`src/rtl/aurora_link_supervisor.sv`:
```
// Aurora 64B/66B link supervisor.
// Qualifies channel/lane status, sequences reset-request/retry recovery,
// gates the TX AXI4-Stream at frame boundaries and keeps link statistics.
module aurora_link_supervisor #(
  parameter int NUM_LANES     = 2,
  parameter int HOLD_CYCLES   = 256,
  parameter int UP_TIMEOUT    = 65535,
  parameter int STABLE_CYCLES = 1024,
  parameter int ERR_WINDOW    = 4096,
  parameter int ERR_THRESH    = 16,
  parameter int MAX_RETRY     = 8,
  parameter int CNT_W         = 16
) (
  input  logic                 user_clk,
  input  logic                 system_rst_n,
  input  logic                 channel_up,
  input  logic [NUM_LANES-1:0] lane_up,
  input  logic                 hard_err,
  input  logic                 soft_err,
  input  logic                 clear_fail,
  input  logic                 clear_stats,
  output logic                 reset_req,
  output logic                 link_ok,
  output logic                 link_fail,
  output logic [3:0]           retry_cnt,
  output logic [CNT_W-1:0]     soft_err_cnt,
  output logic [CNT_W-1:0]     link_drop_cnt,
  output logic                 frame_abort,
  input  logic                 s_tx_tvalid,
  output logic                 s_tx_tready,
  input  logic                 s_tx_tlast,
  output logic                 m_tx_tvalid,
  input  logic                 m_tx_tready,
  output logic                 m_tx_tlast
);

  // One shared timer covers HOLD, WAIT_UP and QUALIFY; size it for the longest.
  localparam int TMR_MAX0 = (HOLD_CYCLES > UP_TIMEOUT) ? HOLD_CYCLES : UP_TIMEOUT;
  localparam int TMR_MAX  = (TMR_MAX0 > STABLE_CYCLES) ? TMR_MAX0 : STABLE_CYCLES;
  localparam int TW       = $clog2(TMR_MAX + 1);
  localparam int WW       = $clog2(ERR_WINDOW + 1);
  localparam int BW       = $clog2(ERR_THRESH + 1);

  localparam logic [TW-1:0] HOLD_LAST   = TW'(HOLD_CYCLES - 1);
  localparam logic [TW-1:0] UP_LAST     = TW'(UP_TIMEOUT - 1);
  localparam logic [TW-1:0] STABLE_LAST = TW'(STABLE_CYCLES - 1);
  localparam logic [WW-1:0] WIN_LAST    = WW'(ERR_WINDOW - 1);
  localparam logic [BW-1:0] THRESH_V    = BW'(ERR_THRESH);

  typedef enum logic [2:0] {
    S_HOLD = 3'd0,
    S_WAIT = 3'd1,
    S_QUAL = 3'd2,
    S_UP   = 3'd3,
    S_FAIL = 3'd4
  } state_t;

  state_t          state, state_nxt;
  logic [TW-1:0]   tmr;
  logic [WW-1:0]   win_cnt;
  logic [BW-1:0]   burst_cnt;
  logic [BW-1:0]   burst_nxt;
  logic            win_wrap;
  logic            err_hit;
  logic            lanes_good;
  logic [3:0]      retry_inc;
  logic            retry_exhausted;
  logic            leave_up;
  logic            gate_open;
  logic            frame_open;
  logic            tx_acc;
  logic            reset_req_d, link_ok_d, link_fail_d;

  assign lanes_good      = channel_up & (&lane_up);
  assign retry_inc       = (retry_cnt == 4'hF) ? 4'hF : retry_cnt + 4'd1;
  assign retry_exhausted = {28'd0, retry_inc} >= 32'(MAX_RETRY);

  // A soft error landing in the wrap cycle belongs to the new window.
  assign win_wrap  = (win_cnt == WIN_LAST);
  assign burst_nxt = (win_wrap ? '0 : burst_cnt) + BW'(soft_err);
  assign err_hit   = (state == S_UP) && (burst_nxt >= THRESH_V);

  assign leave_up  = (state == S_UP) && (state_nxt != S_UP);

  // TX gate: pass-through only while the gate register is open.
  assign m_tx_tvalid = gate_open & s_tx_tvalid;
  assign s_tx_tready = gate_open & m_tx_tready;
  assign m_tx_tlast  = gate_open & s_tx_tlast;
  assign tx_acc      = s_tx_tvalid & s_tx_tready;

  // State register plus registered status outputs.
  always_ff @(posedge user_clk or negedge system_rst_n) begin
    if (!system_rst_n) begin
      state     <= S_HOLD;
      reset_req <= 1'b1;
      link_ok   <= 1'b0;
      link_fail <= 1'b0;
    end else begin
      state     <= state_nxt;
      reset_req <= reset_req_d;
      link_ok   <= link_ok_d;
      link_fail <= link_fail_d;
    end
  end

  // Next-state decode; all UP drop causes collapse into one HOLD transition.
  always_comb begin
    state_nxt = state;
    case (state)
      S_HOLD: if (tmr == HOLD_LAST) state_nxt = S_WAIT;
      S_WAIT: begin
        if (lanes_good)          state_nxt = S_QUAL;
        else if (tmr == UP_LAST) state_nxt = retry_exhausted ? S_FAIL : S_HOLD;
      end
      S_QUAL: begin
        if (!lanes_good)             state_nxt = S_WAIT;
        else if (tmr == STABLE_LAST) state_nxt = S_UP;
      end
      S_UP:   if (hard_err || !lanes_good || err_hit) state_nxt = S_HOLD;
      S_FAIL: if (clear_fail) state_nxt = S_HOLD;
      default: state_nxt = S_HOLD;
    endcase
  end

  // Output decode from the next state so the status flops align with the state.
  always_comb begin
    reset_req_d = (state_nxt == S_HOLD) || (state_nxt == S_FAIL);
    link_ok_d   = (state_nxt == S_UP);
    link_fail_d = (state_nxt == S_FAIL);
  end

  // Per-state timer, restarted on every state change.
  always_ff @(posedge user_clk or negedge system_rst_n) begin
    if (!system_rst_n)                                 tmr <= '0;
    else if (state_nxt != state)                       tmr <= '0;
    else if (state == S_UP || state == S_FAIL)         tmr <= '0;
    else                                               tmr <= tmr + TW'(1);
  end

  // Consecutive failed attempts; cleared by a good link or by leaving FAIL.
  always_ff @(posedge user_clk or negedge system_rst_n) begin
    if (!system_rst_n)
      retry_cnt <= 4'd0;
    else if (state == S_WAIT && (state_nxt == S_HOLD || state_nxt == S_FAIL))
      retry_cnt <= retry_inc;
    else if ((state == S_QUAL && state_nxt == S_UP) || (state == S_FAIL && state_nxt == S_HOLD))
      retry_cnt <= 4'd0;
  end

  // Soft-error burst window, running only while UP stays UP.
  always_ff @(posedge user_clk or negedge system_rst_n) begin
    if (!system_rst_n) begin
      win_cnt   <= '0;
      burst_cnt <= '0;
    end else if (state != S_UP || state_nxt != S_UP) begin
      win_cnt   <= '0;
      burst_cnt <= '0;
    end else begin
      win_cnt   <= win_wrap ? '0 : win_cnt + WW'(1);
      burst_cnt <= burst_nxt;
    end
  end

  // Saturating statistics; clear_stats wins over a same-cycle increment.
  always_ff @(posedge user_clk or negedge system_rst_n) begin
    if (!system_rst_n) begin
      soft_err_cnt  <= '0;
      link_drop_cnt <= '0;
    end else if (clear_stats) begin
      soft_err_cnt  <= '0;
      link_drop_cnt <= '0;
    end else begin
      if (soft_err && !(&soft_err_cnt))  soft_err_cnt  <= soft_err_cnt + CNT_W'(1);
      if (leave_up && !(&link_drop_cnt)) link_drop_cnt <= link_drop_cnt + CNT_W'(1);
    end
  end

  // Frame tracking and gate control; a beat taken in the last UP cycle still
  // counts toward the abort decision since it already reached the core.
  always_ff @(posedge user_clk or negedge system_rst_n) begin
    if (!system_rst_n) begin
      frame_open  <= 1'b0;
      frame_abort <= 1'b0;
      gate_open   <= 1'b0;
    end else begin
      frame_abort <= leave_up && (tx_acc ? !s_tx_tlast : frame_open);
      if (leave_up)    frame_open <= 1'b0;
      else if (tx_acc) frame_open <= !s_tx_tlast;
      gate_open   <= (state_nxt == S_UP) && (gate_open || !frame_open);
    end
  end

endmodule

```
`config.mk`:
```
export PLATFORM = sky130hd
export DESIGN_NAME = aurora_link_supervisor
export DESIGN_NICKNAME = d
export VERILOG_FILES = /design/src/rtl/aurora_link_supervisor.sv
export SDC_FILE = /design/constraint.sdc
export NUM_CORES = 1
export LEC_CHECK = 0
export ABC_AREA = 1
export CAP_MARGIN = 20
export CORE_MARGIN = 4
export CORE_UTILIZATION = 35
export DETAILED_ROUTE_END_ITERATION = 12
export MAX_ROUTING_LAYER = met4
export PLACE_DENSITY = 0.56
export SYNTH_ARGS = -nofsm -noshare
export SYNTH_HDL_FRONTEND = slang
export SYNTH_SLANG_ARGS = --single-unit
```
`constraint.sdc`:
```
create_clock -name user_clk -period 5.15 [get_ports user_clk]
set_clock_uncertainty 0.05 [all_clocks]
set_input_delay 1.03 -clock user_clk [delete_from_list [all_inputs] [get_ports user_clk]]
set_output_delay 1.03 -clock user_clk [all_outputs]
set_load 0.01 [all_outputs]
```
# --- Word-level counts from Yosys, hierarchy flattened ---
# Cells that the tools add are included.
op_classes:
  bitwise_logic: 5
  muxes: 24
  n_reduce_logical: 29
  add_sub_neg: 6
  n_eq_ne: 14
  magnitude_cmp: 2
op_table:
  columns: ["op", "count"]
  rows:
  - ["$mux W16", 6]
  - ["$add A16 B1 Y16 const B", 3]
  - ["$reduce_and A16 Y1", 2]
  - ["$mux W13", 2]
  - ["$mux W3", 8]
  - ["$eq A16 B10 Y1 const B", 1]
  - ["$eq A16 B16 Y1 const B", 1]
  - ["$eq A16 B8 Y1 const B", 1]
  - ["$pmux W3 S5", 1]
  - ["$add A13 B1 Y13 const B", 1]
  - ["$eq A13 B12 Y1 const B", 1]
  - ["$mux W4", 3]
  - ["$mux W5", 2]
  - ["$eq A3 B2 Y1 const B", 3]
  - ["$logic_and A1 B1 Y1", 9]
  - ["$logic_or A1 B1 Y1", 7]
  - ["$eq A3 B3 Y1 const B", 2]
  - ["$logic_not A3 Y1", 2]
  - ["$ne A3 B2 Y1 const B", 2]
  - ["$reduce_bool A2 Y1", 3]
  - ["$add A5 B1 Y5", 1]
  - ["$and A1 B1 Y1", 5]
  - ["$ge A5 B5 Y1 const B", 1]
  - ["$logic_not A1 Y1", 5]
  - ["7 further kinds", 8]
totals:
  regBits: 79
  output_inout_bits: 43

# --- Logic depth before layout (Yosys ltp) ---
# Gate-level depths: netlist of the first run.
depth:
  word_depth: 13
  ltp_mapped: 17

# --- Least setup slack after synthesis of the first run ---
# OpenSTA, ideal clock, no wires.
synth_timing:
  path_kind: "in2reg"
  from: "in soft_err"
  to: "reg tmr[13]"
  required_time_ns: 5.032
  path_stages: 11
  t_arrival_ns: 2.481
  setup_time_ns: 0.068
  slack_ns: 2.551
  path_buffers: 1
  path_cell_list: "ha_1 -> ha_1 -> inv_1 -> o311ai_2 -> nand3_4 -> nand2_2 -> nand2_1 -> nand2_2 -> nand3_4 -> buf_8 -> nor2_4"
synth_between:
  elab_chain_cells: 8
synth_lines:
  columns: ["element", "line_no", "rtl"]
  rows:
  - ["start: declaration", "19", "input logic soft_err,"]
  - ["$add A5 B1 Y5", "80", "assign burst_nxt = (win_wrap ? '0 : burst_cnt) + BW'(soft_err);"]
  - ["$ge A5 B5 Y1", "81", "assign err_hit = (state == S_UP) && (burst_nxt >= THRESH_V);"]
  - ["$logic_and A1 B1 Y1", "81", null]
  - ["$logic_or A1 B1 Y1", "119", "S_UP: if (hard_err || !lanes_good || err_hit) state_nxt = S_HOLD;"]
  - ["$mux W3", "119", null]
  - ["$pmux W3 S5", "109", "case (state)"]
  - ["net state_nxt[1]", "58", "state_t state, state_nxt;"]
  - ["$ne A3 B3 Y1", "135", "else if (state_nxt != state) tmr <= '0;"]
  - ["$mux W16", "135", null]
  - ["end signal: assignment", "137", "else tmr <= tmr + TW'(1);"]
  - ["end: declaration", "59", "logic [TW-1:0] tmr;"]
# The timed path passes the listed nets, and every way through them passes these cells.
# A chain may end at the register's enable or synchronous reset.

# --- Final worst setup path of the first run ---
layout_timing:
  from: "in s_tx_tvalid"
  to: "out m_tx_tvalid"
layout_between:
  elab_chain_cells: 1
layout_lines:
  columns: ["element", "line_no", "rtl"]
  rows:
  - ["start: declaration", "29", "input logic s_tx_tvalid,"]
  - ["$and A1 B1 Y1", "86", "assign m_tx_tvalid = gate_open & s_tx_tvalid;"]
  - ["end: declaration", "32", "output logic m_tx_tvalid,"]
# No other way between the ends.

==> summary.txt, run 1 <==
Drt
  • Drt first pass iters: 5
  • M1 WL: 4940 µm
  • WL per Instance: 12.6 µm
  • Final WL: 9910 µm
  • Routed wl met3: 444 µm
  • Met2 wire len: about 4400 µm
  • Residual DRC count: 0
  • Post-detailed-route count of antenna-violating nets: 0
  • DR vias/cell: about 4.8
  • Via count: 3737
  • Detailed Route Iter0 Violations: 161
  • Top Layer Used: met4

CTS
  • Root Driver: clkbuf_16
  • PostCTS Resize Cnt: 0
  • CTS Hold Buffers Added: 0
  • Clock buffer depth: 2
  • Clk slew on worst S/H paths: 0.06 ns
  • CTS Sinks: 79
  • H-tree depth: 3
  • Total setup buffers inserted after CTS: 0
  • Clk_lat worst skew: 0.34 ns
  • Inserted Clock Buffers: 9
  • CTS tree: done

STA
  • Final min period: 3.22 ns
  • Fin. max-slew vios: 0
  • Fin crit share: 0.626
  • Setup TNS: 0 ns
  • Post-layout worst setup margin: 1.93 ns
  • Max Freq: ~0.31 GHz
  • Hold Fails Final Rpt: 0
  • Max-slew headroom: 0.603
  • Worst-margin pin slew: approximately 0.6 ns
  • Final setup fails: 0
  • RSZ-0062 raised after global routing: false

Placement
  • RePlAce Congestion: 0.817
  • DP HPWL: 7130 µm
  • Port Buffer Count: 54
  • Pre-CTS setup slack: 1.63 ns

Die
  • Die width: 122 µm
  • Die area: 14900 µm²
  • # rows: 41
  • Area of the core: 12700 µm²
  • Initial Utilization: 0.358
  • Die height: 122 µm
  • Boundary Pins: 55

Layout
  • Share of layout cells above drive strength 1: 0.104
  • Most frequent cells in the layout: nand2_1, dfrtp_1, inv_1
  • Layout overhead on the synthesized area: 23.1%
  • Final net count: 628
  • Most common cell after layout, fill and taps aside: nand2_1
  • Antenna cell count: 0

Power
  • Power density cells: ~290 nW/µm²
  • Static leakage: between 0.002 and 0.003 µW
  • Maximum vdd drop: approximately 0.00021 V

Yosys
  • Avg Cell Area, Syn: 8.22 µm²
  • Cell taking the most area after synthesis: dfrtp_1
  • Yosys cell types: 43
  • Synth Cell Area: 4540 µm²
  • Ranking of synthesized cells by area: dfrtp_1, nand2_1, inv_1
  • FFs w/ async S/R, synth: 1.00
  • Post-synth EDFFs: 0
  • Synth top area share: 0.430
  • Ys flop type: dfrtp_1
  • Mapped Cells: 552
  • Syn nets: 572
  • Ys Warns: 0
  • FF+latch count, synth: 79
  • Sequential area share after synthesis: 0.436

Critical path
  • Crit path arrival time: between 2 and 2.5 ns
  • Critical path capture point type: primary output
  • Crit Path Category: in -> out
  • Reg2reg end: tmr[1]
  • Crit Path Max Fanout: 2
  • Worst Path Required: 4.07 ns
  • Reg-to-Reg Start: win_cnt[0]
  • Worst Setup SP: s_tx_tvalid
  • CP endpoint: m_tx_tvalid
  • R2r setup slk: slightly above 2 ns
  • Reg2Reg Depth: 16
  • Startpoint Class: primary input

Run
  • MaxCap Viol Count: 0

Global routing
  • Initial antenna violation count: 0
  • Grt ovf: 0
  • Vias in the first global route: 3606
  • Largest net degree at the start of global routing: 80
  • Total track usage: 0.147
  • First-pass GRT wire length: 17100 µm

Status
  • Status: complete, no violations

Worst hold path
  • Worst hold-check path type: reg -> reg
  • Worst hold stages: 1
[registers in the layout (all words and copies together), names as in the netlist]
signal and flops:
link_drop_cnt 16, soft_err_cnt 16, tmr 16, win_cnt 13
burst_cnt 5, retry_cnt 4, state 3, frame_abort 1
frame_open 1, gate_open 1, link_fail 1, link_ok 1
reset_req 1
[per-layer routing]
metal	track usage	up-vias
li1	-	1914
met1	0.198	1736
met2	0.215	78
met3	0.0395	9
met4	0.0476	0
met5	-	-
[power breakdown]
| part | internal [µW] | leakage (µW) | switching [µW] | total, µW |
|---|---|---|---|---|
| clock | 451 | 0.000160 | 250 | 701 |
| combinational | 94.9 | 0.00126 | 140 | 235 |
| sequential | 657 | 0.00109 | 37.6 | 694 |
| total | 1200 | 0.00251 | 428 | 1630 |
[cell type report]
type | count | area [µm²]
tap | 172 | 215
multi-input combinational | 382 | 2190
clock inverter | 3 | 65.1
inverter | 79 | 297
clock buffer | 13 | 260
sequential | 79 | 1980
fill | 1257 | 7090
timing repair buffer | 57 | 581
[cell usage after synthesis (5+ instances only)]
cell and count:
ha_1 8, inv_2 9, nor2_4 12, xor2_1 30, nor3_1 19, nor2_1 53
dfrtp_1 78, nand3_1 48, xnor2_1 10, nand4_1 34, inv_1 70, nand2_1 96
nor2_2 7, clkbuf_1 5, nand2_2 6, a21oi_1 5, o21ai_0 15
[stage by stage]
step                      utilization  area (µm²)  total power (µW)  instances  hold slack (ns)
after floorplan                     -        4540               861        552            0.383
final                           0.441        5590              1630        785            0.415
after detailed placement        0.413        5230               941        768            0.409
after CTS                       0.439        5560              1650        784            0.416
after global routing            0.441        5590              1710        785            0.461
after global placement          0.413        5230               937        768            0.402
[cell families after synthesis]
kind of cell | share of synthesized area
AND/OR/NAND/NOR | 0.333
buffers and inverters | 0.0816
flip-flops | 0.436
XOR/XNOR | 0.0772
AO/OA/AOI/OAI | 0.0491
adder cells (fa/ha/maj) | 0.0221
other | 0.000826
[critical path, stage by stage]
cell	delay [ns]
clkdlybuf4s50_1	0.46
nand2_1	0.06
inv_1	0.07
clkdlybuf4s50_1	0.53
[worst min path at each step]
stage / from / to / slack, ns
global route: win_cnt[0] / win_cnt[0] / 0.46
floorplan: win_cnt[0] / win_cnt[0] / 0.38
CTS: win_cnt[0] / win_cnt[0] / 0.42
detailed placement: win_cnt[0] / win_cnt[0] / 0.41
finish: win_cnt[0] / win_cnt[0] / 0.41
global placement: win_cnt[0] / win_cnt[0] / 0.40
(Power assumes the default switching activity.)
==> run 2: changes to the inputs <==
PLACE_DENSITY = 0.58   (was 0.56)
clock period = 2.6 ns   (was 5.15 ns; I/O delays follow)
==> run 2 against run 1 <==
Design area up 6.7%. Clock power is 120% higher. Largest cell class unchanged. Critical endpoint is now tmr[13]. Utilization increased by 2.9 points.
==> summary.txt, run 2 (synthesis gave the netlist of run 1 again) <==
Global routing
  • Largest net degree at the start of global routing: 47 (-41%)
  • Gr busiest metal: met2
  • Grt ovf: 0 (unchanged)
  • GR Util met1: 0.208 (+0.0101)
  • Initial antenna violation count: 0 (unchanged)
  • Total track usage: 0.155 (+0.00831)
  • Vias in the first global route: 3758 (+4.2%)
  • Met3 usage: 0.0339 (-0.00557)
  • First-pass GRT wire length: 18100 µm (+5.9%)
  • Met2 Resource Use GR: 0.237 (+0.0211)

STA
  • Fin. max-slew vios: 0 (unchanged)
  • WHS: 0.130 ns (-0.284 ns)
  • Hold Fails Final Rpt: 0 (unchanged)
  • Max Freq: 0.396 GHz
  • Final min period: approximately 2.5 ns
  • RSZ-0062 raised after global routing: true
  • Max-slew headroom: 0.582 (-0.0208)
  • Fin crit share: 0.972
  • Final setup fails: 0 (unchanged)
  • Worst-margin pin slew: 0.626 ns (+0.0312 ns)

Placement
  • DP HPWL: 7670 µm (+7.6%)
  • RePlAce Congestion: 0.846 (+3.6%)
  • Port Buffer Count: 54 (unchanged)
  • Placed Cells: 791 (+3.0%)

Drt
  • Detailed Route Iter0 Violations: 232 (+44%)
  • DR vias/cell: 4.73 (-0.61%)
  • Drt first pass iters: 4 (-1)
  • Residual DRC count: 0 (unchanged)
  • Via count: 3875 (+3.7%)
  • Final WL: 10800 µm (+9.2%)
  • WL per Instance: 13.2 µm (+4.7%)
  • Post-detailed-route count of antenna-violating nets: 0 (unchanged)

CTS
  • CTS Sinks: 79 (unchanged)
  • Clock buffer depth: 2 (unchanged)
  • CTS Hold Buffers Added: 0 (unchanged)
  • Clk_lat worst skew: 0.34 ns (about the same)
  • H-tree depth: 3 (unchanged)
  • CTS tree: done
  • Inserted Clock Buffers: 9 (unchanged)
  • Root Driver: clkbuf_16
  • Clk slew on worst S/H paths: 0.06 ns (about the same)

Power
  • Static leakage: 0.00274 µW (+9.0%)
  • Maximum vdd drop: 0.000366 V (+76%)
  • Power density cells: 578 nW/µm² (+98%)
  • Pwr Total: 3440 µW (+110%)

Critical path
  • Worst Path Required: 2.83 ns (-1.24 ns)
  • R2r setup slk: 0.07 ns (-1.96 ns)
  • Crit Path Max Fanout: 8 (+6)
  • Crit path arrival time: 2.75 ns (+0.61 ns)
  • Worst Setup SP: win_cnt[1]
  • Critical path capture point type: register
  • CP endpoint: tmr[13]
  • Reg2reg end: tmr[13]
  • Reg2Reg Depth: 17 (+1)
  • Startpoint Class: register
  • Crit Path Category: reg -> reg
  • Reg-to-Reg Start: win_cnt[1]

Layout
  • Most common cell after layout, fill and taps aside: nand2_1
  • Layout Cells excl Fill: 819 (+4.3%)
  • Final Core Density: 0.470 (+0.0294)
  • Layout overhead on the synthesized area: 31.3%
  • Most frequent cells in the layout: nand2_1, dfrtp_1, inv_1
  • Antenna cell count: 0 (unchanged)
  • Final net count: 662 (+5.4%)
  • # fillers: 1244 (-1.0%)
  • Largest regs: link_drop_cnt x16, soft_err_cnt x16, tmr x16
  • Share of layout cells above drive strength 1: 0.168 (+0.0641)

Die
  • Initial Utilization: 0.358 (unchanged)
  • Die area: 14900 µm² (unchanged)
  • Area of the core: 12700 µm² (unchanged)
  • Boundary Pins: 55 (unchanged)
  • Die height: 122 µm (unchanged)
  • # rows: 41 (unchanged)
  • Die width: 122 µm (unchanged)

Run
  • MaxCap Viol Count: 0 (unchanged)

Worst hold path
  • Worst hold-check path type: in -> async

Status
  • Status: complete, no violations
==> run 2: layer usage <==
metal	vias up	wire [µm]
met2	62	5010
met3	12	363
met4	0	129
li1	1979	-
met1	1822	5320
met5	-	0
==> run 2: stage by stage <==
step / setup TNS, ns / worst slack, ns / cell area, µm²
after floorplan: 0 / 0.0107 / 4540
after global placement: -2.22 / -0.115 / 5430
after detailed placement: -3.76 / -0.180 / 5430
after CTS: 0 / 0.00198 / 5860
after global routing: -0.170 / -0.0263 / 5960
final: 0 / 0.0719 / 5960
==> run 2: critical path, stage by stage (launching register included) <==
cell      delay (ns)
dfrtp_1         0.39
ha_2            0.21
nand3_2         0.08
inv_2           0.05
nand2_4         0.06
nor2_4          0.04
nor2_2          0.09
ha_2            0.21
ha_4            0.15
inv_4           0.04
o311ai_4        0.25
nand3_4         0.19
nand2_4         0.13
nand2_2         0.05
nand2_2         0.08
nand3_4         0.10
buf_12          0.19
nor2_4          0.07
==> run 2: worst min-delay path by stage <==
stage / from / endpoint
floorplan: system_rst_n / burst_cnt[0]
global route: system_rst_n / soft_err_cnt[15]
CTS: system_rst_n / soft_err_cnt[10]
global placement: tmr[0] / tmr[0]
detailed placement: tmr[0] / tmr[0]
finish: system_rst_n / soft_err_cnt[15]
==> run 2: power by group <==
part	switching [µW]	internal (µW)	total [µW]
combinational	303	257	560
clock	515	990	1510
sequential	79.6	1300	1380
total	897	2550	3440
==> run 2: final cells by class <==
class	count	area, µm²	share of cell area
clock buffers	11	253	0.0424
clock inverters	5	104	0.0174
inverters	79	299	0.0502
multi-input cells	382	2250	0.378
flip-flops and latches	79	1980	0.332
well taps	172	215	0.0361
repair buffers	91	857	0.144
==> run 2: timing repair <==
item,CTS,global route
pin swaps,5,9
gates resized for setup,10,7
buffers inserted,3,9
setup endpoints to repair,31,39
